### config.mk
export PLATFORM = sky130hd
export DESIGN_NAME = datapath_p2
export DESIGN_NICKNAME = d
export VERILOG_FILES = /design/src/rtl/datapath_p2_pkg.sv /design/src/rtl/datapath_p2_reg32.sv /design/src/rtl/datapath_p2.sv
export SDC_FILE = /design/constraint.sdc
export NUM_CORES = 2
export LEC_CHECK = 0
export BUFFER_PORTS_ARGS = -buffer_cell sky130_fd_sc_hd__buf_2
export CORE_UTILIZATION = 30
export DETAILED_ROUTE_END_ITERATION = 12
export REMOVE_ABC_BUFFERS = 1
export SYNTH_ARGS = -nofsm -noshare
export SYNTH_HDL_FRONTEND = slang
export SYNTH_SLANG_ARGS = --single-unit
### constraint.sdc
create_clock -name Clock -period 12.3 [get_ports Clock]
set_input_delay 1.845 -clock Clock [delete_from_list [all_inputs] [get_ports Clock]]
set_output_delay 1.845 -clock Clock [all_outputs]
set_load 0.05 [all_outputs]
### src/rtl/datapath_p2_pkg.sv
// rtl/datapath_p2_pkg.sv - shared encodings and IR field positions for datapath_p2
package datapath_p2_pkg;

   localparam int DW     = 32;
   localparam int NREG   = 16;
   localparam int RA_LSB = 23;
   localparam int RB_LSB = 19;
   localparam int RC_LSB = 15;
   localparam int C2_LSB = 19;
   localparam int C_W    = 19;

   typedef enum logic [3:0] {
      SRC_NONE, SRC_PC, SRC_ZHI, SRC_ZLO, SRC_MDR,
      SRC_HI, SRC_LO, SRC_INPORT, SRC_RF, SRC_C
   } bus_src_e;

   typedef enum logic [2:0] {
      ALU_PASS, ALU_INC, ALU_ADD, ALU_SUB, ALU_AND
   } alu_op_e;

   function automatic logic [DW-1:0] sext_c(input logic [DW-1:0] ir);
      return {{(DW-C_W){ir[C_W-1]}}, ir[C_W-1:0]};
   endfunction

endpackage

### src/rtl/datapath_p2_reg32.sv
// rtl/datapath_p2_reg32.sv - 32-bit load-enabled register with async active-low clear
module datapath_p2_reg32
   import datapath_p2_pkg::*;
(
   input  logic          clk,
   input  logic          rst_n,
   input  logic          ld,
   input  logic [DW-1:0] d,
   output logic [DW-1:0] q
);

   logic [DW-1:0] q_q;
   logic [DW-1:0] q_d;

   always_comb begin
      q_d = q_q;
      if (ld) q_d = d;
   end

   always_ff @(posedge clk or negedge rst_n) begin
      if (!rst_n) q_q <= '0;
      else        q_q <= q_d;
   end

   assign q = q_q;

endmodule

### src/rtl/datapath_p2.sv
// rtl/datapath_p2.sv - single-bus 32-bit CPU datapath with register file, ALU and CON flop
module datapath_p2
   import datapath_p2_pkg::*;
(
   input  logic          Clock,
   input  logic          Clear,
   output logic [DW-1:0] outp,
   output logic          BranchMet,
   input  logic          PCout, Zhiout, Zlowout, MDRout, HIout, LOout, InPortout,
   input  logic          MARin, Zin, PCin, MDRin, IRin, Yin, HIin, LOin, OutPortin,
   input  logic          IncPC,
   input  logic          Read,
   input  logic          Write,
   input  logic          Cin,
   input  logic          Gra, Grb, Grc,
   input  logic          Rin, Rout,
   input  logic          BAout,
   input  logic          Cout,
   input  logic          CONIn,
   input  logic          Strobe,
   input  logic [DW-1:0] Mdatain,
   input  logic [DW-1:0] InPort_data,
   input  logic          SUB, AND, ADD
);

   logic [DW-1:0] bus;
   logic [DW-1:0] alu_res;
   logic [DW-1:0] pc_q, ir_q, mar_q, mdr_q, y_q, zhi_q, zlo_q, hi_q, lo_q, inport_q, outport_q;
   logic [DW-1:0] rf_q [NREG];
   logic [DW-1:0] rf_drive, c_val, mdr_d;
   logic [3:0]    rsel;
   bus_src_e      bus_src;
   alu_op_e       alu_op;
   logic          con_q, con_d, cond;
   logic          unused_bits;

   assign rsel = ({4{Gra}} & ir_q[RA_LSB +: 4])
               | ({4{Grb}} & ir_q[RB_LSB +: 4])
               | ({4{Grc}} & ir_q[RC_LSB +: 4]);

   assign c_val    = sext_c(ir_q);
   assign rf_drive = (BAout && rsel == 4'd0) ? '0 : rf_q[rsel];
   assign mdr_d    = Read ? Mdatain : bus;

   always_comb begin
      bus_src = SRC_NONE;
      if      (PCout)          bus_src = SRC_PC;
      else if (Zhiout)         bus_src = SRC_ZHI;
      else if (Zlowout)        bus_src = SRC_ZLO;
      else if (MDRout)         bus_src = SRC_MDR;
      else if (HIout)          bus_src = SRC_HI;
      else if (LOout)          bus_src = SRC_LO;
      else if (InPortout)      bus_src = SRC_INPORT;
      else if (Rout || BAout)  bus_src = SRC_RF;
      else if (Cout)           bus_src = SRC_C;
   end

   always_comb begin
      bus = '0;
      case (bus_src)
         SRC_PC:     bus = pc_q;
         SRC_ZHI:    bus = zhi_q;
         SRC_ZLO:    bus = zlo_q;
         SRC_MDR:    bus = mdr_q;
         SRC_HI:     bus = hi_q;
         SRC_LO:     bus = lo_q;
         SRC_INPORT: bus = inport_q;
         SRC_RF:     bus = rf_drive;
         SRC_C:      bus = c_val;
         default:    bus = '0;
      endcase
   end

   always_comb begin
      alu_op = ALU_PASS;
      if      (IncPC) alu_op = ALU_INC;
      else if (ADD)   alu_op = ALU_ADD;
      else if (SUB)   alu_op = ALU_SUB;
      else if (AND)   alu_op = ALU_AND;
   end

   // Results wrap modulo 2^32; the upper Z half is architecturally always zero.
   always_comb begin
      alu_res = bus;
      case (alu_op)
         ALU_INC: alu_res = bus + 32'd1;
         ALU_ADD: alu_res = y_q + bus + {{(DW-1){1'b0}}, Cin};
         ALU_SUB: alu_res = y_q - bus;
         ALU_AND: alu_res = y_q & bus;
         default: alu_res = bus;
      endcase
   end

   always_comb begin
      cond = 1'b0;
      case (ir_q[C2_LSB +: 2])
         2'b00: cond = (bus == '0);
         2'b01: cond = (bus != '0);
         2'b10: cond = ~bus[DW-1];
         2'b11: cond =  bus[DW-1];
         default: cond = 1'b0;
      endcase
      con_d = con_q;
      if (CONIn) con_d = cond;
   end

   always_ff @(posedge Clock or negedge Clear) begin
      if (!Clear) con_q <= 1'b0;
      else        con_q <= con_d;
   end

   datapath_p2_reg32 u_pc  (.clk(Clock), .rst_n(Clear), .ld(PCin),      .d(bus),         .q(pc_q));
   datapath_p2_reg32 u_ir  (.clk(Clock), .rst_n(Clear), .ld(IRin),      .d(bus),         .q(ir_q));
   datapath_p2_reg32 u_mar (.clk(Clock), .rst_n(Clear), .ld(MARin),     .d(bus),         .q(mar_q));
   datapath_p2_reg32 u_mdr (.clk(Clock), .rst_n(Clear), .ld(MDRin),     .d(mdr_d),       .q(mdr_q));
   datapath_p2_reg32 u_y   (.clk(Clock), .rst_n(Clear), .ld(Yin),       .d(bus),         .q(y_q));
   datapath_p2_reg32 u_zhi (.clk(Clock), .rst_n(Clear), .ld(Zin),       .d('0),          .q(zhi_q));
   datapath_p2_reg32 u_zlo (.clk(Clock), .rst_n(Clear), .ld(Zin),       .d(alu_res),     .q(zlo_q));
   datapath_p2_reg32 u_hi  (.clk(Clock), .rst_n(Clear), .ld(HIin),      .d(bus),         .q(hi_q));
   datapath_p2_reg32 u_lo  (.clk(Clock), .rst_n(Clear), .ld(LOin),      .d(bus),         .q(lo_q));
   datapath_p2_reg32 u_in  (.clk(Clock), .rst_n(Clear), .ld(Strobe),    .d(InPort_data), .q(inport_q));
   datapath_p2_reg32 u_out (.clk(Clock), .rst_n(Clear), .ld(OutPortin), .d(bus),         .q(outport_q));

   for (genvar i = 0; i < NREG; i++) begin : g_rf
      datapath_p2_reg32 u_r (.clk(Clock), .rst_n(Clear), .ld(Rin && (rsel == 4'(i))),
                             .d(bus), .q(rf_q[i]));
   end

   assign outp      = outport_q;
   assign BranchMet = con_q;

   // MAR and the memory write strobe feed external memory only.
   assign unused_bits = ^{Write, mar_q, ir_q[31:27]};

endmodule

==> summary.txt <==
Worst hold path
  • Hold Path End: g_rf[7].u_r.q[18]$_DFFE_PN0P_
  • Hold Startpoint: g_rf[7].u_r.q[18]$_DFFE_PN0P_
  • Hold Crit Depth: 2
  • Hold crit path type: register to register

Routing
  • Total wire length: 137,000 um
  • Remaining antenna violation count: 0
  • Via density: 5.46
  • Initial DRT Pass Iterations: 6
  • Routed len/inst: 22.1 um
  • Via count: 33,800
  • Residual DRC: 0
  • Initial DRC Count: 3,961

Finish
  • Layout net count: 4,531
  • Fill cell count: 13,600
  • Multi-input logic area: 18,500 sq um
  • Area grow syn2layout: 12.8%
  • Reg area: 19,900 sq um
  • Layout cells sized above 1: 0.122

Setup path
  • RR Endpoint: u_zlo.q[31]$_DFFE_PN0P_
  • Buf+Inv Stages, Crit Path: 3
  • Maximum fanout along the worst path: 66
  • FF-to-FF setup slack: 4.67 ns
  • Slowest CP cell: buf_4
  • CP Capture Type: register
  • Worst-path cell chain: buf_2 -> a222oi_1 -> buf_4 -> buf_4 -> o221a_2 -> a211oi_1 -> o21ai_0 -> o211a_1 -> ha_1 -> nor4_1 -> nand2_1 -> or4_1 -> o21ai_0 -> a221oi_1 -> o31ai_1 -> a2111oi_0 -> or2_2 -> o311a_1 -> nor4_1 -> a21oi_1
  • CP Data Arrival Time: 8.95 ns
  • Delay-heaviest family, CP: compound AO/OA/AOI/OAI gates
  • Cells on worst reg2reg path: 19
  • Worst setup SP type: input port
  • Crit path required time: 12.83 ns
  • FF-to-FF Start: u_ir.q[16]$_DFFE_PN0P_
  • CP peak stage delay: 0.71 ns
  • WS Path Type: input port to register

Floorplan
  • Die Y: 368 um
  • Core ar.: 132,000 sq um
  • Initial Util: 0.304
  • Ports: 131
  • Die X: 368 um
  • Die Area: 135,000 sq um
  • Rows: 133

Global routing
  • Global-route usage over all layers: 0.198
  • Global-route wire length before repair: 207,000 um
  • Largest net degree at the start of global routing: 180
  • GRT Residual Overflow: 0
  • Initial antenna violation count: 7
  • Vias in the first global route: 31,900

CTS
  • Hold bufs inserted after CTS: 0
  • Clk_lat worst skew: 0.67 ns
  • Worst-path clk slew: 0.06 ns
  • CTS resizes: 0
  • CTS tree: yes
  • CTS Buf Count: 88
  • H-Tree Depth: 3
  • Max clock buf depth: 3
  • Sink Count: 796
  • Post-CTS setup repair buffer count: 0
  • Clock Root Buffer: clkbuf_16

Timing
  • Crit share post-route: 0.684
  • Final Skew: 0.0267 ns
  • Tmin final: 8.41 ns
  • Slew Viols, Final: 0
  • RSZ-0062 raised after global routing: no
  • Final hold violations: 0
  • Setup ws final: 3.89 ns
  • Count of final setup violators: 0
  • Slew Limit Headroom: 0.206
  • Tightest Pin Transition: 1.19 ns
  • Maximum clock rate: 119 MHz

Logic synthesis
  • Synth Instances: 4,451
  • Synth top area share: 0.496
  • Register area share after synthesis: 0.496
  • Avg Inst Size Synth: 9.03 sq um
  • Post-Synth XOR/XNOR Area: 0.00327
  • Most used DFF post-synth: dfrtp_1
  • Post-synth EDFFs: 0
  • Post-synth ARST share: 1.00
  • Post-Syn Area: 40,200 sq um
  • Yosys cell types: 93
  • Leading post-synthesis cells by cell area: dfrtp_1, a21oi_1, nor2_1, nand2_1, o21ai_0
  • Yosys reg bits: 796
  • Adder-Cell Fraction of Synth Area: 0.0220
  • Yosys top cell by area: dfrtp_1
  • Largest family of logic cells by synthesized area: compound AO/OA/AOI/OAI gates
  • Simple-gate share of the synthesized area: 0.147
  • Mux cell area share after synthesis: 0.0408
  • Post-synthesis compound-gate area fraction: 0.241
  • Ys Warns: 0

Power
  • Clk pwr share: 0.275
  • Psw: 3560 uW
  • Static leakage: 0.0190 uW
  • Switching share of power: 0.358
  • Logic pwr share: 0.307
  • Pwr dens: 219 nW/um^2
  • Seq pwr share: 0.418
  • Cell Int Power: 6370 uW
  • Tot Pwr: 9920 uW
  • Worst vdd ir: 121 uV

Job
  • Max_cap viols: 0

Placement
  • RD Place Congestion: 0.936
  • # port buffers: 128
  • DP Wirelength: 86,500 um
  • Worst slack, placed: 3.31 ns

Outcome
  • Status: complete, no violations
worst max-delay path by stage:
stage	from	endpoint	slack (ns)	cells after the start
floorplan	Grc	u_zlo.q[31]$_DFFE_PN0P_	-15.30	14
global placement	Grc	u_zlo.q[31]$_DFFE_PN0P_	3.30	20
detailed placement	Grc	u_zlo.q[31]$_DFFE_PN0P_	3.31	20
CTS	Grc	u_zlo.q[31]$_DFFE_PN0P_	3.99	20
global route	Grc	u_zlo.q[31]$_DFFE_PN0P_	3.47	20
finish	Grc	u_zlo.q[31]$_DFFE_PN0P_	3.89	20
placed cells by master (no fill, tap or decap), drive strengths merged, types with 31 or more instances in the layout:
cell,n
a211oi,78
a22oi,70
nand2,402
ha,66
dfrtp,796
mux2,70
buf,230
and2,59
clkbuf,132
nor3,43
o21ai,281
nand3,41
nor2,679
a222oi,35
a31oi,31
inv,81
a21oi,758
nand2b,31
mux2i,85
logic make-up (layout without fill, tap and decap cells):
family,count (synthesis),count (layout)
compound gates,1573,1573
xor+xnor,15,15
fa+ha+maj,69,69
buf+inv,488,468
flops,796,796
mux,155,155
other cells,0,1
simple gates,1355,1355
worst register-to-register path: cells and delay by family, from the launching register on:
kind	cells	cell delay [ns]
adders and majority gates	1	0.34
AOI/OAI and AO/OA	11	3.82
DFF	1	0.49
and+or+nand+nor	5	1.73
buffers and inverters	2	1.12
flip-flops by register name (all words and copies together) (netlist names):
register    count
BranchMet       1
u_out.q        32
u_y.q          32
u_pc.q         32
u_zlo.q        32
g_rf.u_r.q    512
u_ir.q         27
u_hi.q         32
u_in.q         32
u_mdr.q        32
u_lo.q         32
per-stage QoR:
stage	hold slack, ns	instance area (sq um)	TNS, ns	std cells	utilization
4_1_cts	0.477	45300	0	6186	0.343
6_report	0.473	45300	0	6187	0.343
2_1_floorplan	0.442	38500	-9415.84	4044	-
3_5_place_dp	0.464	42400	0	6029	0.321
3_3_place_gp	0.456	42400	0	6029	0.321
5_1_grt	0.491	45300	0	6186	0.343
final cells by class:
class | count | area share
tap | 1755 | 0.0484
sequential | 796 | 0.439
timing repair buffer | 230 | 0.0326
multi-input combinational | 3167 | 0.407
inverter | 81 | 0.00671
clock inverter | 25 | 0.00753
antenna | 1 | 0.0000552
clock buffer | 132 | 0.0580
layer usage:
metal,global-route usage,vias to the layer above,routed length (um)
li1,-,15600,-
met1,0.278,16800,60700
met2,0.316,1174,62900
met3,0.0258,215,9100
met4,0.0604,8,3740
met5,0,-,54
power by group through the flow:
stage | Combinational, uW | Sequential, uW | Clock, uW
final | 3040 | 4150 | 2730
after global routing | 3390 | 4280 | 2870
after CTS | 3030 | 4150 | 2770
after detailed placement | 3010 | 4180 | 0
after global placement | 2950 | 4150 | 0
after floorplan | 2210 | 4110 | 0
synthesized netlist by cell type, drive strengths merged, types with 59 or more instances:
cell type / n
o21ai: 281
dfrtp: 796
a22oi: 70
nor2: 679
and2: 59
a211oi: 78
clkbuf: 289
nand2: 402
ha: 66
mux2i: 85
a21oi: 758
inv: 79
mux2: 70
buf: 118
Note: power is estimated with default switching activity, not from simulation.
